--- src/rtl/fetch_queue_if.sv ---
// Bundle of the instruction-memory request/response port and the decode-side
// instruction port of fetch_queue; master is the fetch unit, slave the environment.
interface fetch_queue_if #(
    parameter int AW = 14
);
    // Handshakes: imem_req/imem_addr are held stable until a cycle with imem_gnt
    // high, after which exactly one imem_rvalid cycle returns the word.
    // Decode side is valid/ready: a word transfers on a rising edge where
    // ir_valid and ir_ready are both high, and ir_valid never waits on ir_ready.
    logic          imem_req;
    logic [AW-1:0] imem_addr;
    logic          imem_gnt;
    logic          imem_rvalid;
    logic [31:0]   imem_rdata;
    logic          ir_valid;
    logic          ir_ready;
    logic [31:0]   ir;
    logic [31:0]   pc_1;

    modport master (
        output imem_req, imem_addr, ir_valid, ir, pc_1,
        input  imem_gnt, imem_rvalid, imem_rdata, ir_ready
    );

    modport slave (
        input  imem_req, imem_addr, ir_valid, ir, pc_1,
        output imem_gnt, imem_rvalid, imem_rdata, ir_ready
    );
endinterface

--- src/rtl/fetch_queue.sv ---
// Instruction fetch front-end: one-outstanding request FSM feeding a DEPTH-entry
// word queue. Define FETCH_BYPASS_EN to forward a response straight to decode when the queue is empty.
module fetch_queue #(
    parameter int            DEPTH    = 4,
    parameter int            AW       = 14,
    parameter logic [AW-1:0] RESET_PC = '0
) (
    input  logic          clk,
    input  logic          reset,
    input  logic          redirect,
    input  logic [31:0]   redirect_pc,
    fetch_queue_if.master bus,
    output logic [1:0]    dbg_state
);
    localparam int PW = (DEPTH > 1) ? $clog2(DEPTH) : 1;
    localparam int CW = PW + 1;

    typedef enum logic [1:0] {IDLE = 2'd0, REQ = 2'd1, WAIT = 2'd2} state_e;

    state_e        state_q, state_d;
    logic [AW-1:0] fetch_pc_q, fetch_pc_d;
    logic [AW-1:0] addr_q, addr_d;
    logic          req_q, req_d;
    logic          discard_q, discard_d;
    logic [CW-1:0] count_q, count_d;
    logic [PW-1:0] wr_ptr_q, rd_ptr_q;
    logic [31:0]   data_mem [DEPTH];
    logic [AW-1:0] pc1_mem [DEPTH];
    logic [AW-1:0] next_addr;
    logic          resp;
    logic          push;
    logic          pop;

    // Responses only count in WAIT, so a late word after reset or flush is ignored.
    assign resp      = (state_q == WAIT) && bus.imem_rvalid && !discard_q && !redirect;
    assign pop       = (count_q != '0) && bus.ir_ready && !redirect;
    assign next_addr = addr_q + AW'(1);

`ifdef FETCH_BYPASS_EN
    logic bypass_hit;
    assign bypass_hit   = resp && (count_q == '0);
    assign push         = resp && !(bypass_hit && bus.ir_ready);
    assign bus.ir_valid = (count_q != '0) || bypass_hit;
    assign bus.ir       = (count_q != '0) ? data_mem[rd_ptr_q] : bus.imem_rdata;
    assign bus.pc_1     = (count_q != '0) ? 32'(pc1_mem[rd_ptr_q]) : 32'(next_addr);
`else
    assign push         = resp;
    assign bus.ir_valid = (count_q != '0);
    assign bus.ir       = data_mem[rd_ptr_q];
    assign bus.pc_1     = 32'(pc1_mem[rd_ptr_q]);
`endif

    assign bus.imem_req  = req_q;
    assign bus.imem_addr = addr_q;
    assign dbg_state     = state_q;

    if (AW < 32) begin : g_unused
        logic unused_pc_bits;
        assign unused_pc_bits = ^redirect_pc[31:AW];
    end

    always_comb begin
        count_d = count_q + CW'(push) - CW'(pop);
        if (redirect) begin
            count_d = '0;
        end
    end

    always_comb begin
        state_d    = state_q;
        fetch_pc_d = fetch_pc_q;
        addr_d     = addr_q;
        req_d      = req_q;
        discard_d  = discard_q;
        if (redirect) begin
            fetch_pc_d = redirect_pc[AW-1:0];
            // A request is still owed a response: wait it out and drop it.
            if ((state_q == WAIT && !bus.imem_rvalid) || (state_q == REQ && bus.imem_gnt)) begin
                state_d   = WAIT;
                req_d     = 1'b0;
                discard_d = 1'b1;
            end else begin
                state_d   = REQ;
                req_d     = 1'b1;
                addr_d    = redirect_pc[AW-1:0];
                discard_d = 1'b0;
            end
        end else begin
            case (state_q)
                IDLE: begin
                    if (count_q < CW'(DEPTH)) begin
                        state_d = REQ;
                        req_d   = 1'b1;
                        addr_d  = fetch_pc_q;
                    end
                end
                REQ: begin
                    if (bus.imem_gnt) begin
                        state_d    = WAIT;
                        req_d      = 1'b0;
                        fetch_pc_d = fetch_pc_q + AW'(1);
                    end
                end
                WAIT: begin
                    if (bus.imem_rvalid) begin
                        discard_d = 1'b0;
                        if (count_d < CW'(DEPTH)) begin
                            state_d = REQ;
                            req_d   = 1'b1;
                            addr_d  = fetch_pc_q;
                        end else begin
                            state_d = IDLE;
                        end
                    end
                end
                default: begin
                    state_d = IDLE;
                    req_d   = 1'b0;
                end
            endcase
        end
    end

    always_ff @(posedge clk or posedge reset) begin
        if (reset) begin
            state_q    <= IDLE;
            fetch_pc_q <= RESET_PC;
            addr_q     <= RESET_PC;
            req_q      <= 1'b0;
            discard_q  <= 1'b0;
            count_q    <= '0;
            wr_ptr_q   <= '0;
            rd_ptr_q   <= '0;
        end else begin
            state_q    <= state_d;
            fetch_pc_q <= fetch_pc_d;
            addr_q     <= addr_d;
            req_q      <= req_d;
            discard_q  <= discard_d;
            count_q    <= count_d;
            if (redirect) begin
                wr_ptr_q <= '0;
                rd_ptr_q <= '0;
            end else begin
                if (push) begin
                    wr_ptr_q <= wr_ptr_q + PW'(1);
                end
                if (pop) begin
                    rd_ptr_q <= rd_ptr_q + PW'(1);
                end
            end
        end
    end

    always_ff @(posedge clk or posedge reset) begin
        if (reset) begin
            for (int i = 0; i < DEPTH; i++) begin
                data_mem[i] <= '0;
                pc1_mem[i]  <= '0;
            end
        end else if (push) begin
            data_mem[wr_ptr_q] <= bus.imem_rdata;
            pc1_mem[wr_ptr_q]  <= next_addr;
        end
    end
endmodule

--- src/flat_wrapper.sv ---
// flat-port wrapper written by rule: the top's interface ports become plain ports
module fetch_queue_flat 
#(
    parameter int            DEPTH    = 4,
    parameter int            AW       = 14,
    parameter logic [AW-1:0] RESET_PC = '0
)
  (clk, reset, redirect, redirect_pc, dbg_state, bus_imem_req, bus_imem_addr, bus_ir_valid, bus_ir, bus_pc_1, bus_imem_gnt, bus_imem_rvalid, bus_imem_rdata, bus_ir_ready);
  fetch_queue_if #(.AW(AW)) bus_i ();
  input  logic clk;
  input  logic reset;
  input  logic redirect;
  input  logic [31:0] redirect_pc;
  output logic [1:0] dbg_state;
  output wire logic [$bits(bus_i.imem_req)-1:0] bus_imem_req;
  output wire logic [$bits(bus_i.imem_addr)-1:0] bus_imem_addr;
  output wire logic [$bits(bus_i.ir_valid)-1:0] bus_ir_valid;
  output wire logic [$bits(bus_i.ir)-1:0] bus_ir;
  output wire logic [$bits(bus_i.pc_1)-1:0] bus_pc_1;
  input wire logic [$bits(bus_i.imem_gnt)-1:0] bus_imem_gnt;
  input wire logic [$bits(bus_i.imem_rvalid)-1:0] bus_imem_rvalid;
  input wire logic [$bits(bus_i.imem_rdata)-1:0] bus_imem_rdata;
  input wire logic [$bits(bus_i.ir_ready)-1:0] bus_ir_ready;
  assign bus_imem_req = bus_i.imem_req;
  assign bus_imem_addr = bus_i.imem_addr;
  assign bus_ir_valid = bus_i.ir_valid;
  assign bus_ir = bus_i.ir;
  assign bus_pc_1 = bus_i.pc_1;
  assign bus_i.imem_gnt = bus_imem_gnt;
  assign bus_i.imem_rvalid = bus_imem_rvalid;
  assign bus_i.imem_rdata = bus_imem_rdata;
  assign bus_i.ir_ready = bus_ir_ready;
  fetch_queue #(.DEPTH(DEPTH), .AW(AW), .RESET_PC(RESET_PC)) u_core (.clk(clk), .reset(reset), .redirect(redirect), .redirect_pc(redirect_pc), .bus(bus_i), .dbg_state(dbg_state));
endmodule
--- config.mk ---
export PLATFORM = sky130hd
export DESIGN_NAME = fetch_queue_flat
export DESIGN_NICKNAME = d
export VERILOG_FILES = /design/src/rtl/fetch_queue_if.sv /design/src/rtl/fetch_queue.sv /design/src/flat_wrapper.sv
export SDC_FILE = /design/constraint.sdc
export NUM_CORES = 1
export LEC_CHECK = 0
export ABC_AREA = 1
export CORE_ASPECT_RATIO = 1.75
export CORE_MARGIN = 2
export CORE_UTILIZATION = 45
export CTS_CLUSTER_DIAMETER = 150
export CTS_CLUSTER_SIZE = 30
export DETAILED_ROUTE_END_ITERATION = 12
export PLACE_DENSITY = 0.68
export RECOVER_POWER = 100
export SETUP_SLACK_MARGIN = 0.2
export SLEW_MARGIN = 0
export SYNTH_ARGS = -nofsm -noshare
export SYNTH_HDL_FRONTEND = slang
export SYNTH_SLANG_ARGS = --single-unit
export TNS_END_PERCENT = 1
--- constraint.sdc ---
create_clock -name clk -period 12.4 [get_ports clk]
set_input_delay 2.48 -clock clk [delete_from_list [all_inputs] [get_ports clk]]
set_output_delay 2.48 -clock clk [all_outputs]
set_load 0.01 [all_outputs]
Yosys cells after proc, flatten, opt, wreduce, memory -nomap -nowiden
Cells that the tools add are included.
Word-level totals
  register bits after elaboration: 223
  input bits: 70
  output and inout port bits: 82
  logic and storage cells: 106
Cells by class
  add/sub/neg operators: 6
  order comparisons: 5
  equal/unequal tests: 7
  muxes and demuxes: 44
  bitwise gates (word level): 2
  reduce and logical (&&, ||, !) cells: 26
Operators with widths (number)
  $mux W14: 11
  $bwmux W128: 1
  $mux W32: 3
  $bmux W32 S2: 1
  $demux W32 S2: 1
  $bwmux W56: 1
  $add A14 B1 Y14 const B: 2
  $bmux W14 S2: 1
  $demux W14 S2: 1
  $pmux W14 S2: 1
  $mux W2: 9
  $reduce_bool A2 Y1: 6
  $mux W1: 11
  $ne A3 B3 Y1 const B: 3
  $logic_and A1 B1 Y1: 8
  $ge A3 B3 Y1 const B: 2
  $lt A3 B3 Y1 const B: 2
  $not A2 Y3: 2
  $pmux W2 S3: 1
  $reduce_bool A3 Y1: 2
  $reduce_and A5 Y1: 1
  $add A2 B1 Y2 const B: 2
  $reduce_and A2 Y1: 2
  $reduce_and A4 Y1: 1
  13 further kinds: 15

Longest topological paths before layout
  depth in word-level cells: 12
  mapped depth: 16
  depth with buffers taken out: 15

Worst setup path after synthesis
Ideal clock, no wire load.
  kind: input to register
  start: input port redirect
  end: register u_core.addr_q[0] (netlist: u_core.bus.imem_addr[0])
  library setup time: 0.118 ns
  arrival time: 4.565 ns
  data required time: 12.282 ns
  setup slack: 7.717 ns
  stages: 13
  buffers on the path: 3
  cells stage by stage: buf_2 -> buf_1 -> nor2_1 -> ha_1 -> inv_1 -> ha_1 -> inv_1 -> fa_1 -> nand3_1 -> nand4_1 -> clkbuf_1 -> nand3_1 -> nand2_1
Between the ends
  cells in the longest elaborated chain, start to end: 8
  elaborated cells on any way between the ends: 14
  classes of those cells: add/sub: 2; order compare: 1; eq/ne: 4; mux: 2; reduce/logical: 5
RTL lines
  from (decl): RTL line flat_wrapper.sv:12  | input logic redirect;
  $logic_not A1 Y1: RTL line fetch_queue.sv:35, fetch_queue.sv:36
  $logic_and A1 B1 Y1: RTL line fetch_queue.sv:35  | assign resp = (state_q == WAIT) && bus.imem_rvalid && !discard_q && !redirect;
  $add A3 B1 Y3: RTL line fetch_queue.sv:63  | count_d = count_q + CW'(push) - CW'(pop);
  $sub A3 B1 Y3: RTL line fetch_queue.sv:63
  $mux W3: RTL line fetch_queue.sv:64  | if (redirect) begin
  $lt A3 B3 Y1: RTL line fetch_queue.sv:107  | if (count_d < CW'(DEPTH)) begin
  $ne A3 B3 Y1 (no source line)
  $reduce_and A5 Y1 (no source line)
  to (signal assigned): RTL line fetch_queue.sv:137  | addr_q <= addr_d;
  to (decl): RTL line fetch_queue.sv:22  | logic [AW-1:0] addr_q, addr_d;
Several ways; a longest one is shown, not always the timed one.
A chain may end at the register's enable or synchronous reset.

Final worst setup path
  start: register u_core.rd_ptr_q[0]
  end: output port bus_pc_1[12]
Between the ends
  cells in the longest elaborated chain, start to end: 4
RTL lines
  from (decl): RTL line fetch_queue.sv:26  | logic [PW-1:0] wr_ptr_q, rd_ptr_q;
  from (signal assigned): RTL line fetch_queue.sv:149  | rd_ptr_q <= rd_ptr_q + PW'(1);
  $not A2 Y3 (not written as such): RTL line fetch_queue.sv:50  | assign bus.pc_1 = 32'(pc1_mem[rd_ptr_q]);
  $bmux W14 S2: RTL line fetch_queue.sv:50
  $mux W14 (not written as such) (2 in a row): RTL line fetch_queue.sv:50
  to (decl): RTL line flat_wrapper.sv:19  | output wire logic [$bits(bus_i.pc_1)-1:0] bus_pc_1;
Every way passes these cells. The select of a mux whose other input is x is not followed.

==> results.json <==
{
  "netlist_area_mm2": 0.0112,
  "cp.required_ps": 9920,
  "wl_per_cell_um": 15.4,
  "maxCapViolCount": 3,
  "antenna_found_initial": 0,
  "arrival_ps": 5330,
  "vias": 8972,
  "drc": 0,
  "crit_type": "register to output pin",
  "antenna_cells": 0,
  "mostFrequentLayoutCells": "nand2_1, o21ai_0, dfrtp_1",
  "syn_avg_cell_area_um2": 8.36,
  "finalNetCount": 1469,
  "drt_iter0_drc": 795,
  "finClkSkew_ps": 20.3,
  "cts_made_buffers": 11,
  "cts_max_path_buffers": 3,
  "ys_seq_area_share_pct": 50.0,
  "setup_viol": 0,
  "grtUsageTotal_pct": 20.3,
  "via_per_inst": 5.27,
  "finalPower_mw": 2.30,
  "failed_checks": "max-capacitance violations, max-slew violations",
  "hold_class": "register to register",
  "final_common_cell": "nand2_1",
  "tightest_slew_ps": 6620,
  "powerDensity_mw_per_mm2": 190,
  "gp_congestion": 0.852,
  "crit_fanout": 92,
  "yosysWarningCount": 0,
  "coreArea_mm2": 0.0245,
  "relSlewSlack_pct": -344,
  "hold_path_end": "u_core.pc1_mem[22]",
  "die_h_um": 212,
  "clock_latency_ps": 470,
  "holdPathStages": 2,
  "reg2reg_depth": 13,
  "wl_um": 26200,
  "reg2reg_to": "u_core.bus.imem_req",
  "die_w_um": 123,
  "grt_overflow": 0,
  "postSynth.asyncResetShare_pct": 100,
  "startpoint_type": "register",
  "initial_utilization_pct": 45.5,
  "fmax_mhz": 128,
  "cts_tree": "built",
  "fin_crit_ps": 7810,
  "die_area_mm2": 0.0261,
  "crit_path_end_kind": "output pin",
  "finalCritPeriodShare_pct": 63.0,
  "p_leak_nw": 6.01,
  "cts.clk_slew.worst_paths_ps": 110,
  "cts_root_buf": "clkbuf_16",
  "drive_above_1_share_pct": 2.30,
  "fp-row-count": 76,
  "irDropWorstVdd_mv": 0.111,
  "final_cells": 1701,
  "synth_cells": 1335,
  "cts_htree_levels": 1,
  "postCtsHoldBufs": 0,
  "ctsResizeCount": 0,
  "dpl.cell_count": 1689,
  "cts.sinks": 223,
  "area_delta_synth_final_pct": 8.30,
  "hold_path.startpoint": "u_core.pc1_mem[22]",
  "port_buffers": 115,
  "grt_pass1_wl_um": 42800,
  "pre_cts_slack_ps": 6410,
  "fin_tns_setup_ps": 0,
  "utilization_pct": 49.3,
  "r2r-start": "u_core.count_q[1]",
  "ios": 152,
  "synth_ff_type": "dfrtp_1",
  "synth-seq-cells": 223,
  "rsz0062_at_grt": "false",
  "dpl.hpwl_um": 15700,
  "firstDrtPassIters": 6,
  "grt_pass1_vias": 8692,
  "timing.reg2reg.setup_slack_ps": 8990,
  "synth_edf_count": 0,
  "hold_viol": 0,
  "slew_violations": 295,
  "ant_nets": 0,
  "cts_setup_buffers": 0,
  "worst_slack_ps": 4590,
  "grt_max_degree": 153,
  "status": "finished with violations",
  "yosys.cell_types.count": 39
}
## cell families (layout without fill, tap and decap cells)
kind of cell               count (synthesis)  in the layout  share of synthesized area, %
AOI/OAI and AO/OA                        307            307                          16.6
xor gates and xnor gates                   7              7                         0.549
adders and majority gates                  9              9                          1.08
other                                      1             18                        0.0336
buffers and inverters                    182            219                          9.32
DFF                                      223            223                          50.0
and+or+nand+nor                          606            606                          22.5
## metrics by stage
step | area, um2 | hold slack (ps)
after global placement | 12100 | 448
after floorplan | 11200 | 437
after detailed placement | 12100 | 453
after CTS | 12400 | 481
final | 12100 | 477
after global routing | 12100 | 500
## power breakdown
part	switching [mW]	internal [mW]	total [mW]
Combinational	0.516	0.402	0.918
Sequential	0.115	0.871	0.986
Clock	0.231	0.166	0.397
## layout make-up
type	instances	area, um2
fill	2487	12400
sequential	223	5580
multi-input combinational	947	4300
timing repair buffer	120	1180
tap	312	390
inverter	87	338
clock buffer	11	275
clock inverter	1	20.0
## layer usage
metal  part of all wire (%)  wire length (um)  global-route usage [%]  vias to the layer above
met5                      0                 0                       0                        -
met4                    2.6               673                    6.15                        0
met3                    4.2              1090                    2.36                       37
met2                     51             13400                    36.3                      209
met1                     42             11100                    25.3                     4333
li1                       -                 -                       -                     4393
## cell usage after synthesis (2+ instances only)
library cell    n  area (um2)
nand2_1       394        1480
dfrtp_1       223        5580
nor2_1        132         495
o21ai_0       115         576
inv_1          80         300
o21ai_1        75         375
o21ai_2        61         534
nand3_1        47         235
o22ai_1        46         288
buf_6          33         372
clkbuf_1       28         105
buf_4          23         173
nand4_1        12        75.1
buf_2          10        50.1
ha_1            8         100
xor2_1          5        43.8
a21oi_1         4        20.0
inv_4           4        25.0
nand3b_1        4        30.0
nor2_8          4        80.1
inv_2           3        11.3
nor3_1          3        15.0
nand2_2         2        12.5
nand3_2         2        20.0
nor3_4          2        32.5
xnor2_1         2        17.5
## flip-flops by register name, summed over array words and instances (netlist names), 2 cells and up
register,flops
u_core.wr_ptr_q,2
u_core.rd_ptr_q,2
u_core.data_mem,128
u_core.count_q,3
u_core.fetch_pc_q,14
u_core.bus.imem_addr,14
u_core.dbg_state,2
u_core.pc1_mem,56
## worst max path at each step
stage / start / endpoint / slack (ps) / depth (start not counted)
after floorplan: reset / u_core.bus.imem_addr[0] / 3810 / 1
after global placement: redirect / u_core.bus.imem_addr[12] / 6430 / 14
after detailed placement: redirect / u_core.bus.imem_addr[7] / 6410 / 14
after CTS: redirect / u_core.dbg_state[0] / 6910 / 13
after global routing: reset / u_core.rd_ptr_q[0] / 3480 / 2
final: u_core.rd_ptr_q[0] / bus_pc_1[12] / 4590 / 5
## critical path, cell delays in order, from the launching register on
cell           delay (ps)
dfrtp_2               420
inv_2                  50
clkbuf_1             2870
o21ai_0               300
o22ai_1               440
dlygate4sd3_1         660
(Power assumes the default switching activity.)
